<file path="src/rtl/fetch_ctrl_if.sv">
// IF-stage sequencer bus: PC/hazard/redirect inputs and NPC/status outputs.
interface fetch_ctrl_if;
   localparam int unsigned XLEN = 32;

   logic [XLEN-1:0] pc;
   logic            stall;
   logic            br_taken;
   logic [XLEN-1:0] br_target;
   logic            exc_req;
   logic            halt_req;
   logic            resume;
   logic [XLEN-1:0] npc;
   logic            pc_en;
   logic [1:0]      state;
   logic            fault;
   logic [XLEN-1:0] fault_addr;
   logic [XLEN-1:0] fetch_cnt;

   // environment side: drives PC and control requests, observes sequencer
   modport master (
      output pc, stall, br_taken, br_target, exc_req, halt_req, resume,
      input  npc, pc_en, state, fault, fault_addr, fetch_cnt
   );

   // sequencer side
   modport slave (
      input  pc, stall, br_taken, br_target, exc_req, halt_req, resume,
      output npc, pc_en, state, fault, fault_addr, fetch_cnt
   );
endinterface

</file>
<file path="src/rtl/fetch_ctrl.sv">
// IF-stage sequencer: picks next PC, gates PC load, holds stalled redirects,
// supports halt/resume and traps fetches outside the instruction ROM window.
module fetch_ctrl #(
   parameter logic [31:0] RESET_PC   = 32'h0000_3000,
   parameter int unsigned ROM_WORDS  = 4096,
   parameter logic [31:0] EXC_VECTOR = 32'h0000_4180
) (
   input logic           clk,
   input logic           reset,
   fetch_ctrl_if.slave   bus
);
   localparam int unsigned XLEN = 32;
   localparam int unsigned AW   = XLEN + 1;

   typedef enum logic [1:0] {
      ST_RUN   = 2'd0,
      ST_HOLD  = 2'd1,
      ST_HALT  = 2'd2,
      ST_FAULT = 2'd3
   } state_t;

   // window bounds widened by one bit so the top bound cannot wrap
   localparam logic [AW-1:0] WIN_LO = {1'b0, RESET_PC};
   localparam logic [AW-1:0] WIN_HI = WIN_LO + (AW'(ROM_WORDS) << 2);

   state_t            state_q;
   logic [XLEN-1:0]   pend_tgt;
   logic              fault_q;
   logic [XLEN-1:0]   fault_addr_q;
   logic [XLEN-1:0]   fetch_cnt_q;

   logic [XLEN-1:0]   seq_pc;
   logic [XLEN-1:0]   cand;
   logic              want_en;
   logic              illegal;

   assign seq_pc = bus.pc + XLEN'(4);

   // candidate next PC and whether this cycle would load it
   always_comb begin
      cand    = seq_pc;
      want_en = 1'b0;
      case (state_q)
         ST_RUN: begin
            if (bus.exc_req) begin
               cand    = EXC_VECTOR;
               want_en = 1'b1;
            end else if (bus.br_taken) begin
               cand    = bus.br_target;
               want_en = !bus.stall;
            end else begin
               want_en = !bus.stall && !bus.halt_req;
            end
         end
         ST_HOLD: begin
            if (bus.exc_req) begin
               cand    = EXC_VECTOR;
               want_en = 1'b1;
            end else begin
               cand    = pend_tgt;
               want_en = !bus.stall;
            end
         end
         ST_HALT: begin
            if (bus.exc_req) begin
               cand    = EXC_VECTOR;
               want_en = 1'b1;
            end else begin
               want_en = bus.resume && !bus.stall;
            end
         end
         default: begin
            cand    = seq_pc;
            want_en = 1'b0;
         end
      endcase
   end

   // a load that would leave the ROM window or be misaligned is trapped
   always_comb begin
      illegal = want_en &&
                ((cand[1:0] != 2'b00) ||
                 ({1'b0, cand} <  WIN_LO) ||
                 ({1'b0, cand} >= WIN_HI));
   end

   assign bus.npc        = cand;
   assign bus.pc_en      = reset && want_en && !illegal;
   assign bus.state      = 2'(state_q);
   assign bus.fault      = fault_q;
   assign bus.fault_addr = fault_addr_q;
   assign bus.fetch_cnt  = fetch_cnt_q;

   // state, pending redirect, fault capture and fetch counter
   always_ff @(posedge clk or negedge reset) begin
      if (!reset) begin
         state_q      <= ST_RUN;
         pend_tgt     <= '0;
         fault_q      <= 1'b0;
         fault_addr_q <= '0;
         fetch_cnt_q  <= '0;
      end else begin
         if (bus.pc_en) begin
            fetch_cnt_q <= fetch_cnt_q + XLEN'(1);
         end
         if (illegal) begin
            fault_q      <= 1'b1;
            fault_addr_q <= cand;
            state_q      <= ST_FAULT;
         end else begin
            case (state_q)
               ST_RUN: begin
                  if (!bus.exc_req) begin
                     if (bus.br_taken && bus.stall) begin
                        pend_tgt <= bus.br_target;
                        state_q  <= ST_HOLD;
                     end else if (!bus.br_taken && bus.halt_req && !bus.stall) begin
                        state_q  <= ST_HALT;
                     end
                  end
               end
               ST_HOLD: begin
                  if (bus.exc_req || !bus.stall) begin
                     state_q <= ST_RUN;
                  end
               end
               ST_HALT: begin
                  if (bus.exc_req || bus.resume) begin
                     state_q <= ST_RUN;
                  end
               end
               default: begin
                  state_q <= ST_FAULT;
               end
            endcase
         end
      end
   end
endmodule
</file>
<file path="src/flat_wrapper.sv">
// flat-port wrapper written by rule: the top's interface ports become plain ports
module fetch_ctrl_flat 
#(
   parameter logic [31:0] RESET_PC   = 32'h0000_3000,
   parameter int unsigned ROM_WORDS  = 4096,
   parameter logic [31:0] EXC_VECTOR = 32'h0000_4180
)
  (clk, reset, bus_pc, bus_stall, bus_br_taken, bus_br_target, bus_exc_req, bus_halt_req, bus_resume, bus_npc, bus_pc_en, bus_state, bus_fault, bus_fault_addr, bus_fetch_cnt);
  fetch_ctrl_if bus_i ();
  input logic clk;
  input logic reset;
  input wire logic [$bits(bus_i.pc)-1:0] bus_pc;
  input wire logic [$bits(bus_i.stall)-1:0] bus_stall;
  input wire logic [$bits(bus_i.br_taken)-1:0] bus_br_taken;
  input wire logic [$bits(bus_i.br_target)-1:0] bus_br_target;
  input wire logic [$bits(bus_i.exc_req)-1:0] bus_exc_req;
  input wire logic [$bits(bus_i.halt_req)-1:0] bus_halt_req;
  input wire logic [$bits(bus_i.resume)-1:0] bus_resume;
  output wire logic [$bits(bus_i.npc)-1:0] bus_npc;
  output wire logic [$bits(bus_i.pc_en)-1:0] bus_pc_en;
  output wire logic [$bits(bus_i.state)-1:0] bus_state;
  output wire logic [$bits(bus_i.fault)-1:0] bus_fault;
  output wire logic [$bits(bus_i.fault_addr)-1:0] bus_fault_addr;
  output wire logic [$bits(bus_i.fetch_cnt)-1:0] bus_fetch_cnt;
  assign bus_i.pc = bus_pc;
  assign bus_i.stall = bus_stall;
  assign bus_i.br_taken = bus_br_taken;
  assign bus_i.br_target = bus_br_target;
  assign bus_i.exc_req = bus_exc_req;
  assign bus_i.halt_req = bus_halt_req;
  assign bus_i.resume = bus_resume;
  assign bus_npc = bus_i.npc;
  assign bus_pc_en = bus_i.pc_en;
  assign bus_state = bus_i.state;
  assign bus_fault = bus_i.fault;
  assign bus_fault_addr = bus_i.fault_addr;
  assign bus_fetch_cnt = bus_i.fetch_cnt;
  fetch_ctrl #(.RESET_PC(RESET_PC), .ROM_WORDS(ROM_WORDS), .EXC_VECTOR(EXC_VECTOR)) u_core (.clk(clk), .reset(reset), .bus(bus_i));
endmodule
</file>
<file path="config.mk">
export PLATFORM = sky130hd
export DESIGN_NAME = fetch_ctrl_flat
export DESIGN_NICKNAME = d
export VERILOG_FILES = /design/src/rtl/fetch_ctrl_if.sv /design/src/rtl/fetch_ctrl.sv /design/src/flat_wrapper.sv
export SDC_FILE = /design/constraint.sdc
export NUM_CORES = 1
export LEC_CHECK = 0
export CAP_MARGIN = 15
export CELL_PAD_IN_SITES_DETAIL_PLACEMENT = 1
export CELL_PAD_IN_SITES_GLOBAL_PLACEMENT = 2
export CORE_ASPECT_RATIO = 1.25
export CORE_UTILIZATION = 31
export DETAILED_ROUTE_END_ITERATION = 8
export PLACE_DENSITY = 0.85
export SLEW_MARGIN = 0
export SYNTH_ARGS = -nofsm -noshare
export SYNTH_HDL_FRONTEND = slang
export SYNTH_SLANG_ARGS = --single-unit
</file>
<file path="constraint.sdc">
create_clock -name clk -period 13.14 [get_ports clk]
set_input_delay 2.628 -clock clk [delete_from_list [all_inputs] [get_ports clk]]
set_output_delay 2.628 -clock clk [all_outputs]
set_load 0.1 [all_outputs]
</file>
==> qor.yml <==
placement:
  place.gp.congestion: 0.894
  io_buffers: 170
  place_hpwl_um: 16800
yosys:
  netlist_area_um2: 5960
  synth_cells: 613
  ys_ff_latch: 99
  synth_nets: 690
  synth_edf_count: 0
  syn_avg_cell_area_um2: 9.73
  synthFlopType: "dfrtp_1"
  yosys_warnings: 0
  synth.distinct_cells: 53
  synthArstFlopShare: 1.00
  yosysSeqAreaShare: 0.416
pwr:
  max-vdd-ir-drop_v: 0.000188
  power_uw: 2110
  p_per_area_nw_per_um2: 257
  p_leak_uw: 0.00338
  switchingPower_uw: 1190
  pwr-share-clk: 0.144
  seqPwrFrac: 0.213
  intPower_uw: 919
  p_comb_frac: 0.643
  switching_share: 0.564
setup_path:
  worst-path-max-fanout: 14
  critical_path_class: "in -> out"
  path_cells: "clkdlybuf4s50_1 > ha_1 > nand3_1 > nor4_2 > a2111o_1 > o221ai_1 > or4_1 > or4_4 > nor3_1 > clkdlybuf4s50_1"
  critPathArrivalTime_ns: 7.59
  crit_required_ns: 10.51
  critPathTopFamily: "simple AND/OR/NAND/NOR gates"
  reg2reg_slack_ns: 7.93
  critPathBufInv: 2
  cpMostUsedCell: "clkdlybuf4s50_1"
  endpoint_kind: "output pin"
  cp_slowest_cell: "clkdlybuf4s50_1"
  slowest_delay_ns: 1.23
  crit_path_start_kind: "input pin"
clock_tree:
  cts_resized: 0
  cts_tree: "built"
  clk_pin_slew_ns: 0.08
  cts_max_level: 3
  cts_hold_buf: 0
  post-cts-setup-buffers: 0
  root_buffer: "clkbuf_16"
  cts_buffers: 9
  cts.path.max_buffers: 2
  clock-sinks: 99
  clock_latency_ns: 0.37
finish:
  syn_to_final_growth_pct: 37.7
  final_common_cell: "clkdlybuf4s50_1"
  fin_nets: 845
  mostFrequentLayoutCells: "clkdlybuf4s50_1 (169), dfrtp_1 (99), mux2_2 (59)"
  antenna_cells: 0
  fin_util: 0.437
  drive_gt1_frac: 0.132
timing:
  post-route-min-period_ns: 10.22
  fin_crit_sh: 0.778
  final_max_slew_viol_count: 0
  setup_tns_ns: 0
  finalClockSkew_ns: 0.0154
  relSlewSlack: 0.313
  hold_viol_final: 0
  final-setup-viol-count: 0
  rsz0062_at_grt: "false"
  worst_pin_slew_ns: 1.03
  max_freq_mhz: 97.9
detailed_routing:
  drt_pre_antenna_iters: 4
  drt-vias-per-instance: 5.57
  drt-initial-drc-count: 257
  wl_per_cell_um: 21.8
  vias: 5596
  detail_route.drc_violations: 0
  postRouteAntennaNets: 0
  drt-total-wl_um: 21900
grt:
  grt_pass1_wl_um: 34100
  grt_pass1_vias: 5952
  grt_max_degree: 59
  grt-ovfl-total: 0
  track_usage: 0.227
  antenna_found_initial: 0
die:
  ios: 171
  start_util: 0.317
  core_um2: 18800
  fp.dieH_um: 157
  die_width_um: 126
  fp.dieArea_um2: 19800
  row_count: 56
run_status:
  run_status: "completed"
worst_hold_path:
  hold_class: "reg -> reg"
run:
  max_cap_violations: 0
==> routing by layer <==
metal	vias to the layer above	wire length (µm)	part of all wire	GRT usage
met2	193	11100	0.51	0.403
li1	2562	-	-	-
met4	0	929	0.042	0.111
met1	2789	8570	0.39	0.257
met5	-	0	0	0
met3	52	1280	0.059	0.0517
==> layout make-up <==
class                           count  area, µm²
Inverter                           22       82.6
Tap cell                          232        290
Fill cell                        2102      10600
Multi-Input combinational cell    457       3260
Sequential cell                    99       2480
Clock buffer                        9        225
Timing Repair Buffer              179       1770
Clock inverter                      7        105
==> synth_stat cells (all sizes together) (2+ instances only) <==
| master | n | area share |
|---|---|---|
| o21a | 2 | 0.0025 |
| mux2 | 59 | 0.11 |
| buf | 7 | 0.0059 |
| a21oi | 22 | 0.018 |
| or4 | 8 | 0.011 |
| nor2b | 4 | 0.0042 |
| or3 | 2 | 0.0021 |
| o22a | 5 | 0.0073 |
| a21o | 4 | 0.0050 |
| and4 | 6 | 0.0088 |
| o31a | 3 | 0.0044 |
| nand2 | 46 | 0.029 |
| clkbuf | 28 | 0.018 |
| a211oi | 2 | 0.0025 |
| dfrtp | 99 | 0.42 |
| a21boi | 3 | 0.0038 |
| xnor2 | 19 | 0.028 |
| nand3 | 23 | 0.019 |
| nor4b | 3 | 0.0076 |
| a211o | 2 | 0.0029 |
| o211ai | 2 | 0.0025 |
| nor3b | 4 | 0.0067 |
| ha | 6 | 0.013 |
| and2 | 3 | 0.0031 |
| o31ai | 2 | 0.0025 |
| nand2b | 7 | 0.0073 |
| inv | 22 | 0.014 |
| xor2 | 34 | 0.050 |
| a221oi | 4 | 0.0059 |
| or2 | 5 | 0.0052 |
| and3 | 6 | 0.0063 |
| nor2 | 35 | 0.022 |
| o21ai | 26 | 0.022 |
| nor3 | 13 | 0.011 |
| nor4 | 21 | 0.031 |
| a31oi | 6 | 0.0063 |
| o22ai | 16 | 0.017 |
| a22oi | 26 | 0.033 |
| nand4 | 21 | 0.025 |
==> metrics by stage <==
stage / area [µm²] / std cells / setup WS [ns] / hold WS, ns
after floorplan: 5960 / 613 / 2.26 / 0.474
after global placement: 7880 / 989 / 2.99 / 0.455
after detailed placement: 7880 / 989 / 2.97 / 0.467
after CTS: 8210 / 1005 / 2.95 / 0.480
after global routing: 8210 / 1005 / 2.77 / 0.494
final: 8210 / 1005 / 2.92 / 0.472
==> path summary, 6_finish.rpt <==
path                                          start                   endpoint  cells past startpoint
max in group asynchronous                     reset        u_core.pend_tgt[22]                      2
min                        u_core.bus.fetch_cnt[31]   u_core.bus.fetch_cnt[31]                      1
min in group asynchronous                     reset  u_core.bus.fault_addr[18]                      1
max                                       bus_pc[2]                  bus_pc_en                     10
min reg2reg                u_core.bus.fetch_cnt[31]   u_core.bus.fetch_cnt[31]                      1
max reg2reg                     u_core.bus.state[1]  u_core.bus.fault_addr[22]                     14
==> worst register-to-register path: cells and delay by family (launching register included) <==
family | cells | cell delay (ns)
buf+inv | 4 | 1.26
compound gates | 3 | 1.11
flops | 1 | 0.44
simple gates | 4 | 1.04
xor+xnor | 1 | 0.19
fa+ha+maj | 1 | 0.69
mux | 1 | 0.40
==> sequential cells by signal, summed over array words and instances (netlist names) <==
register               flops
u_core.bus.fault_addr     32
u_core.bus.fetch_cnt      32
u_core.pend_tgt           32
u_core.bus.state           2
u_core.bus.fault           1
==> cell families after synthesis <==
| group | after synthesis | synth area share |
|---|---|---|
| XOR/XNOR | 53 | 0.0779 |
| buffers and inverters | 57 | 0.0374 |
| AND/OR/NAND/NOR | 208 | 0.200 |
| AO/OA/AOI/OAI | 131 | 0.145 |
| adder cells (fa/ha/maj) | 6 | 0.0126 |
| flip-flops | 99 | 0.416 |
| multiplexers | 59 | 0.111 |
==> power by group through the flow <==
| stage | clock [µW] | sequential, µW | combinational, µW |
|---|---|---|---|
| after floorplan | 0 | 760 | 696 |
| after global placement | 0 | 447 | 1350 |
| after detailed placement | 0 | 454 | 1360 |
| after CTS | 310 | 450 | 1370 |
| after global routing | 321 | 460 | 1410 |
| final | 303 | 449 | 1360 |
Note: power is estimated with default switching activity, not from simulation.
